## src/rtl/piece_scheduler_pkg.sv

```systemverilog
// Shared tetris definitions: piece codes, scheduler FSM encoding and the
// 8-bit LFSR next-state function used by the random generators.
package piece_scheduler_pkg;

    localparam logic [4:0] PIECE_NONE = 5'd0;
    localparam logic [4:0] PIECE_I    = 5'd1;
    localparam logic [4:0] PIECE_J    = 5'd3;
    localparam logic [4:0] PIECE_L    = 5'd7;
    localparam logic [4:0] PIECE_O    = 5'd11;
    localparam logic [4:0] PIECE_S    = 5'd12;
    localparam logic [4:0] PIECE_T    = 5'd14;
    localparam logic [4:0] PIECE_Z    = 5'd18;

    localparam logic [7:0] LFSR_RESET = 8'h01;
    localparam logic [6:0] BAG_FULL   = 7'h7F;

    typedef enum logic [1:0] {
        ST_IDLE = 2'd0,
        ST_FILL = 2'd1,
        ST_FULL = 2'd2
    } sched_state_t;

    function automatic logic [7:0] lfsr_next(input logic [7:0] s);
        return {s[6], s[5] ^ s[7], s[4] ^ s[7], s[3] ^ s[7], s[2], s[1], s[0], s[7]};
    endfunction

    function automatic logic [4:0] piece_code(input logic [2:0] idx);
        logic [4:0] code;
        case (idx)
            3'd0:    code = PIECE_I;
            3'd1:    code = PIECE_J;
            3'd2:    code = PIECE_L;
            3'd3:    code = PIECE_O;
            3'd4:    code = PIECE_S;
            3'd5:    code = PIECE_T;
            3'd6:    code = PIECE_Z;
            default: code = PIECE_NONE;
        endcase
        return code;
    endfunction

endpackage

```

## src/rtl/piece_lfsr.sv

```systemverilog
// 8-bit Galois-style LFSR with seed load; a zero seed is replaced by 8'h01
// so the register can never lock up at all-zeros.
module piece_lfsr
    import piece_scheduler_pkg::*;
(
    input  logic       clk,
    input  logic       reset,
    input  logic       load,
    input  logic [7:0] seed,
    input  logic       step,
    output logic [7:0] state
);

    logic [7:0] state_q;
    logic [7:0] state_d;

    // Next-state selection: load wins over step, otherwise hold.
    always_comb begin
        state_d = state_q;
        if (load) begin
            state_d = (seed == 8'h00) ? LFSR_RESET : seed;
        end else if (step) begin
            state_d = lfsr_next(state_q);
        end else begin
            state_d = state_q;
        end
    end

    // LFSR register with synchronous active-low reset.
    always_ff @(posedge clk) begin
        if (!reset) begin
            state_q <= LFSR_RESET;
        end else begin
            state_q <= state_d;
        end
    end

    assign state = state_q;

endmodule

```

## src/rtl/piece_scheduler.sv

```systemverilog
// 7-bag piece scheduler: an LFSR proposes pieces, a used-mask rejects repeats
// within a bag, and accepted pieces enter a DEPTH-entry head/preview queue.
module piece_scheduler
    import piece_scheduler_pkg::*;
#(
    parameter int DEPTH = 4
) (
    input  logic        clk,
    input  logic        reset,
    input  logic [7:0]  seed,
    input  logic        start,
    input  logic        take,
    output logic [4:0]  piece,
    output logic [14:0] preview,
    output logic        valid,
    output logic [2:0]  count
);

    sched_state_t state_q, state_d;
    logic [6:0]   mask_q, mask_d;
    logic [2:0]   count_q, count_d;
    logic         valid_q, valid_d;
    logic [4:0]   queue_q [DEPTH];
    logic [4:0]   queue_d [DEPTH];

    logic [7:0]   lfsr_s;
    logic [2:0]   cand_idx_s;
    logic [6:0]   mask_set_s;
    logic [2:0]   wr_idx_s;
    logic         active_s;
    logic         take_acc_s;
    logic         push_s;

    piece_lfsr u_lfsr (
        .clk   (clk),
        .reset (reset),
        .load  (start),
        .seed  (seed),
        .step  (active_s),
        .state (lfsr_s)
    );

    // Queue, bag mask and FSM next-state; start flushes, take shifts, push writes the tail.
    always_comb begin
        active_s   = (state_q != ST_IDLE);
        cand_idx_s = 3'(lfsr_s % 8'd7);
        take_acc_s = active_s && take && (count_q != 3'd0);
        push_s     = active_s && !mask_q[cand_idx_s] &&
                     ((count_q < 3'(DEPTH)) || take_acc_s);
        mask_set_s = mask_q | (7'd1 << cand_idx_s);
        wr_idx_s   = count_q;
        state_d    = state_q;
        mask_d     = mask_q;
        count_d    = count_q;
        queue_d    = queue_q;

        if (start) begin
            state_d = ST_FILL;
            mask_d  = 7'd0;
            count_d = 3'd0;
            for (int i = 0; i < DEPTH; i++) begin
                queue_d[i] = PIECE_NONE;
            end
        end else if (active_s) begin
            if (take_acc_s) begin
                for (int i = 0; i < DEPTH - 1; i++) begin
                    queue_d[i] = queue_q[i + 1];
                end
                queue_d[DEPTH - 1] = PIECE_NONE;
                wr_idx_s           = count_q - 3'd1;
                count_d            = count_q - 3'd1;
            end else begin
                wr_idx_s = count_q;
            end
            if (push_s) begin
                for (int i = 0; i < DEPTH; i++) begin
                    if (3'(i) == wr_idx_s) begin
                        queue_d[i] = piece_code(cand_idx_s);
                    end else begin
                        queue_d[i] = queue_d[i];
                    end
                end
                count_d = count_d + 3'd1;
                // Completing the bag starts a fresh one in the same cycle.
                mask_d  = (mask_set_s == BAG_FULL) ? 7'd0 : mask_set_s;
            end else begin
                mask_d = mask_q;
            end
            state_d = (count_d == 3'(DEPTH)) ? ST_FULL : ST_FILL;
        end else begin
            state_d = state_q;
        end

        valid_d = (count_d != 3'd0);
    end

    // State registers with synchronous active-low reset.
    always_ff @(posedge clk) begin
        if (!reset) begin
            state_q <= ST_IDLE;
            mask_q  <= 7'd0;
            count_q <= 3'd0;
            valid_q <= 1'b0;
            for (int i = 0; i < DEPTH; i++) begin
                queue_q[i] <= PIECE_NONE;
            end
        end else begin
            state_q <= state_d;
            mask_q  <= mask_d;
            count_q <= count_d;
            valid_q <= valid_d;
            queue_q <= queue_d;
        end
    end

    assign piece = queue_q[0];
    assign valid = valid_q;
    assign count = count_q;

    for (genvar g = 1; g < 4; g++) begin : g_prev
        if (g < DEPTH) begin : g_on
            assign preview[5*g-1 -: 5] = queue_q[g];
        end else begin : g_off
            assign preview[5*g-1 -: 5] = PIECE_NONE;
        end
    end

endmodule

```

## config.mk

```make
export PLATFORM = sky130hd
export DESIGN_NAME = piece_scheduler
export DESIGN_NICKNAME = d
export VERILOG_FILES = /design/src/rtl/piece_scheduler_pkg.sv /design/src/rtl/piece_lfsr.sv /design/src/rtl/piece_scheduler.sv
export SDC_FILE = /design/constraint.sdc
export NUM_CORES = 1
export LEC_CHECK = 0
export ABC_AREA = 1
export CELL_PAD_IN_SITES_DETAIL_PLACEMENT = 1
export CELL_PAD_IN_SITES_GLOBAL_PLACEMENT = 1
export CORE_MARGIN = 2
export CORE_UTILIZATION = 30
export CTS_CLUSTER_SIZE = 12
export DETAILED_ROUTE_END_ITERATION = 8
export PLACE_DENSITY_LB_ADDON = 0.1
export SYNTH_ARGS = -nofsm -noshare
export SYNTH_HDL_FRONTEND = slang
export SYNTH_SLANG_ARGS = --single-unit
```

## constraint.sdc

```tcl
create_clock -name clk -period 5.75 [get_ports clk]
set_input_delay 0.8625 -clock clk [delete_from_list [all_inputs] [get_ports clk]]
set_output_delay 0.8625 -clock clk [all_outputs]
set_load 0.02 [all_outputs]
```

== Yosys cells after proc, flatten, opt, wreduce, memory -nomap -nowiden ==
Cells that the tools add are included.
Cells by class
  add/sub/neg operators: 2
  divide/modulo/power cells: 1
  magnitude comparators: 2
  equal/unequal tests: 11
  shift operators: 1
  multiplexer cells: 24
  bitwise logic cells: 5
  reductions and logical operators: 15
Operators with widths (count)
  $mux 20: 2
  $pmux 5 s7: 1
  $mux 3: 8
  $mux 8: 3
  $mux 5: 4
  $eq 3x3->1 const B: 4
  $logic_not 8->1: 1
  $mod 8x3->8 const B: 1
  $eq 7x7->1 const B: 1
  $mux 7: 1
  $or 7x7->7: 1
  $shl 1x3->7 const A: 1
  $eq 2x3->1 const A: 2
  $eq 3x2->1 const B: 2
  $logic_not 3->1: 2
  $reduce_bool 3->1: 2
  $logic_and 1x1->1: 4
  $lt 3x4->1 const B: 1
  $reduce_bool 2->1: 2
  $add 3x1->3 const B: 1
  $bmux 1 s3: 1
  $eq 1x3->1 const A: 1
  $eq 3x1->1 const B: 1
  $lt 3x3->1 const B: 1
  other kinds (9): 13
Word-level totals
  register bits after elaboration: 41
  input bits: 12
  output and inout bits: 24
  word-level logic and storage cells: 71

== Depth between registers and ports, before layout ==
  word-level depth: 14
  depth in mapped cells: 40
  depth with buffers taken out: 39

== By module ==
Synthesis repeated with hierarchy kept, for this count alone.
Second synthesis, totals
  cells, all modules: 469
  area, all modules: 3126.7 µm²
Modules (own cells, without submodules)
  piece_scheduler: times used 1, cells an instance 403, area an instance 2687.6 µm², sequential area each 660.6 µm²
  piece_lfsr: times used 1, cells an instance 66, area an instance 439.2 µm², sequential area each 160.2 µm²

== Worst setup path after synthesis ==
No wires, ideal clock.
  path type: reg-to-reg
  from: reg u_lfsr.state_q[5], in the netlist u_lfsr.state[5]
  to: reg state_q[0]
  setup time: 117 ps
  arrival time: 3869 ps
  data required time: 5633 ps
  setup slack: 1764 ps
  stages on the path, launching flop included: 39
  buffers on the path: 1
  clock period less this slack: 3986 ps
  cells stage by stage: dfxtp_1 ha_1 nor2_1 inv_1 nor2_1 inv_1 nand2_1 inv_1 nand3_1 nand3_2 nand2_1 nand3_1 nand3_2 nand2_1 nand2_1 inv_1 ha_1 inv_1 [3 not listed] xor2_1 ha_1 nand3_2 nand3_2 nand2_2 nand2_2 nand2_1 nand2_1 nand2_1 nand2_1 nand2_2 nand3_4 buf_6 nand2_1 nand2_1 nand3_2 nor2_1 nor2_1
Between the ends
  cells in the longest elaborated chain, start to end: 13
RTL lines
  start: declaration: RTL line piece_lfsr.sv:14  | logic [7:0] state_q;
  start signal: assignment: RTL line piece_lfsr.sv:34  | state_q <= state_d;
  $mod 8x3->8: RTL line piece_scheduler.sv:46  | cand_idx_s = 3'(lfsr_s % 8'd7);
  $bmux 1 s3: RTL line piece_scheduler.sv:48  | push_s = active_s && !mask_q[cand_idx_s] &&
  $mux 1 (implied by the code): RTL line piece_scheduler.sv:48
  $logic_not 1->1: RTL line piece_scheduler.sv:48
  $logic_and 1x1->1 (2 in series): RTL line piece_scheduler.sv:48
  $mux 3: RTL line piece_scheduler.sv:75  | if (push_s) begin
  $mux 3: RTL line piece_scheduler.sv:64  | end else if (active_s) begin
  $mux 3: RTL line piece_scheduler.sv:57  | if (start) begin
  $eq 3x3->1: RTL line piece_scheduler.sv:89  | state_d = (count_d == 3'(DEPTH)) ? ST_FULL : ST_FILL;
  $mux 2: RTL line piece_scheduler.sv:89
  $mux 1: RTL line piece_scheduler.sv:64
  $mux 1: RTL line piece_scheduler.sv:57
  end signal: assignment: RTL line piece_scheduler.sv:108  | state_q <= state_d;
  end: declaration: RTL line piece_scheduler.sv:19  | sched_state_t state_q, state_d;
Every way passes these cells. The select of a mux whose other input is x is not followed.
A chain may end at the register's enable or synchronous reset.

== Final worst setup path ==
  from: reg u_lfsr.state_q[0], in the netlist u_lfsr.state[0]
  to: reg mask_q[4]
Between the ends
  cells in the longest elaborated chain, start to end: 7
  elaborated cells on any way between the ends: 11
  those cells by class: 1 x div; 1 x eq/ne; 1 x shift; 3 x mux; 1 x bitwise; 4 x reduce/logical
RTL lines
  $mod 8x3->8 *: RTL line piece_scheduler.sv:46
  $bmux 1 s3: RTL line piece_scheduler.sv:48
  $mux 1 (implied by the code): RTL line piece_scheduler.sv:48
  $logic_not 1->1: RTL line piece_scheduler.sv:48
  $logic_and 1x1->1 (2 in series): RTL line piece_scheduler.sv:48
  $reduce_and 2->1 (no line)
  end signal: assignment: RTL line piece_scheduler.sv:109  | mask_q <= mask_d;
  end: declaration: RTL line piece_scheduler.sv:20  | logic [6:0] mask_q, mask_d;
Mark *: on every way between the ends. The rest lies on a longest branch, timed or not. The select of a mux whose other input is x is not followed.

==> reports/results.ini <==
[status]
status = complete, no violations

[worst_hold_path]
hp-start = mask_q[0]
hold_class = flip-flop to flip-flop
holdPathEnd = mask_q[0]
whs_path_depth = 2

[timing]
worst_clock_skew_ps = 14.8
maxSlewHeadroom_pct = 47.7
clock.fmax_ghz = 0.208
setup_viol = 0
period_share_pct = 83.7
rsz0062_at_grt = false
worst_pin_slew_ps = 783
hold_violations = 0
finalCriticalPeriod_ps = 4810
slew_violations = 0
setup_tns_ps = 0

[synthesis]
ys_seq_area_share_pct = 29.7
synth_compound_area_share_pct = 12.4
synth_simple_gate_area_share_pct = 41.3
yosysTopAreaCellShare_pct = 29.7
ys_warn_count = 0
synth_area_leader_cell = dfxtp_1
ys_top_cells_by_area = dfxtp_1 30%, nand2_1 17%, inv_1 6.5%, nand3_1 5.8%, nor2_1 5.4%
ys_ff_latch = 41
synthMuxAreaShare_pct = 2.04
synth_area_sq_mm = 0.00276
synth_fp_nets = 447
netlist_instances = 425
synthAdderAreaFrac_pct = 4.53
yosysUniqueCellTypes = 31
syn_avg_cell_area_sq_um = 6.50
synth-xor-area-share_pct = 1.27
synth_top_family_by_area = simple AND/OR/NAND/NOR gates

[cts]
clk_path_buf_depth = 2
postCtsHoldBufs = 0
cts_root_buffer = clkbuf_8
cts.clk_slew.worst_paths_ps = 90
cts_buffers = 5
cts_tree = yes
cts.repair.resized = 0
cts_setup_buffers = 0
clock_sinks = 41
clk_latency_ps = 300
htree_num_levels = 2

[place]
port_buffers = 35
dp_hpwl_um = 6030
placed_cell_area_sq_mm = 0.00323
routabilityCongestion = 0.852

[setup_path]
critPathMaxStageDelay_ps = 530
cp_slowest_cell = dfxtp_1
critPathKind = flip-flop to flip-flop
required_ps = 5920
ff2ff_path_depth = 33
timing.rr.start = u_lfsr.state[0]
critPathLaunchType = flip-flop
arrival_ps = 4980
reg2reg_setup_slack_ps = 940
cp_common_cell = nand2_1
crit_path_end_kind = flip-flop
r2r-end = mask_q[4]
worst-path-max-fanout = 6

[floorplan]
start_util_pct = 30.3
ios = 36
core_area_sq_mm = 0.00911
fp.dieW_um = 100
die_h_um = 100
die_area_sq_mm = 0.0100
num_rows = 35

[global_route]
grt_usage_pct = 16.3
grt-ovfl-total = 0
grt_pass1_wl_um = 13400
grt_max_degree = 35
antenna_found_initial = 0
grt_pass1_vias = 2886

[power_and_ir_drop]
sequentialPowerShare_pct = 35.2
switching_share_pct = 40.3
p_comb_share_pct = 37.7
power_uw = 879
power_density_mw_per_mm2 = 263
p_leak_nw = 1.47
p_sw_uw = 354
p_int_uw = 525
pwr-share-clk_pct = 27.2
ir_worst_vdd_v = 0.000109

[run]
max_cap_viol_count = 0

[routing]
drt_iter0_drc = 50
detail_route.wl_per_cell_um = 13.1
ant_nets = 0
via_per_inst = 4.86
routed_wl_um = 7520
route.detailed.drc = 0
dr.pass1.iters = 4
via_count = 2787

[layout]
final_area_sq_mm = 0.00334
final_core_utilization_pct = 36.6
areaGrowthSynthToFinish_pct = 20.8
layout.nets = 483
layout-drive-gt1-share_pct = 10.2
num-fill-cells = 1184
diodes = 0

-- per-stage QoR --
stage                     instances  setup slack (ps)  hold WS (ps)
after floorplan                 425              1760           452
after global placement          565              1120           479
after detailed placement        565               976           479
after CTS                       573               914           490
after global routing            573               324           526
final                           573               937           490
-- per-layer routing --
layer | track usage (%) | routed length, um | vias up
met5 | 0 | 0 | -
met3 | 2.79 | 182 | 6
li1 | - | - | 1473
met2 | 26.9 | 3400 | 28
met4 | 4.21 | 76 | 0
met1 | 22.2 | 3860 | 1280
-- layout make-up --
cell class,count,area (sq um),area share [%]
Clock buffer,5,68.8,2.06
Clock inverter,3,43.8,1.31
Inverter,55,206,6.18
Multi-Input combinational cell,322,1700,51.0
Sequential cell,41,821,24.6
Tap cell,111,139,4.16
Timing Repair Buffer,36,358,10.7
-- power by group through the flow --
stage	Sequential (mW)	Combinational, mW	Clock (mW)
after floorplan	0.319	0.238	0
after global placement	0.316	0.333	0
after detailed placement	0.316	0.333	0
after CTS	0.309	0.335	0.248
after global routing	0.312	0.381	0.262
final	0.309	0.331	0.239
-- flip-flops by register name (all words and copies together) (netlist names) --
signal        cells
preview          15
count             3
valid             1
mask_q            7
state_q           2
u_lfsr.state      8
piece             5
-- cells by family (layout without fill, tap and decap cells) --
logic type	Yosys count	in the layout
flip-flops	41	41
XOR/XNOR	4	4
AO/OA/AOI/OAI	58	58
multiplexers	5	5
adder cells (fa/ha/maj)	10	10
AND/OR/NAND/NOR	245	245
buffers and inverters	62	99
-- critical path: cells and delay by family (launching register included) --
kind	cells	cell delay [ps]
compound gates	1	90
xor+xnor	1	210
fa+ha+maj	2	400
buf+inv	5	470
flops	1	530
simple gates	24	2960
-- cells in the final DEF, fill, tap and decap left out, types with 6 or more instances in the layout --
| cell | count |
|---|---|
| inv_2 | 6 |
| dfxtp_1 | 41 |
| a21oi_1 | 23 |
| o21ai_0 | 11 |
| clkdlybuf4s50_1 | 35 |
| nand2_2 | 12 |
| nand4_1 | 15 |
| nor2_1 | 40 |
| nand3_2 | 7 |
| a211oi_1 | 15 |
| nand2_1 | 127 |
| inv_1 | 48 |
| ha_1 | 10 |
| nand3_1 | 32 |
-- synthesized netlist by cell type (all sizes together) --
cell type / n
clkbuf: 5
nand4: 15
a31oi: 5
nor4: 1
o2111ai: 1
a21oi: 23
nand3: 40
buf: 2
dfxtp: 41
a22oi: 2
inv: 54
clkinv: 1
xor2: 4
mux2: 5
o21ai: 12
nand3b: 1
nand2: 139
nor2: 46
ha: 10
a211oi: 15
or4: 1
nor3: 2
-- worst max path at each step --
stage	start	endpoint	slack, ps	depth (start not counted)
3_5_place_dp	u_lfsr.state[0]	preview[10]	980	36
4_1_cts	u_lfsr.state[0]	preview[11]	910	36
3_3_place_gp	u_lfsr.state[2]	preview[14]	1120	36
6_report	u_lfsr.state[0]	mask_q[4]	940	33
5_1_grt	u_lfsr.state[0]	preview[11]	320	37
2_1_floorplan	u_lfsr.state[5]	state_q[0]	1760	38
Power figures use the tool's default switching activity.
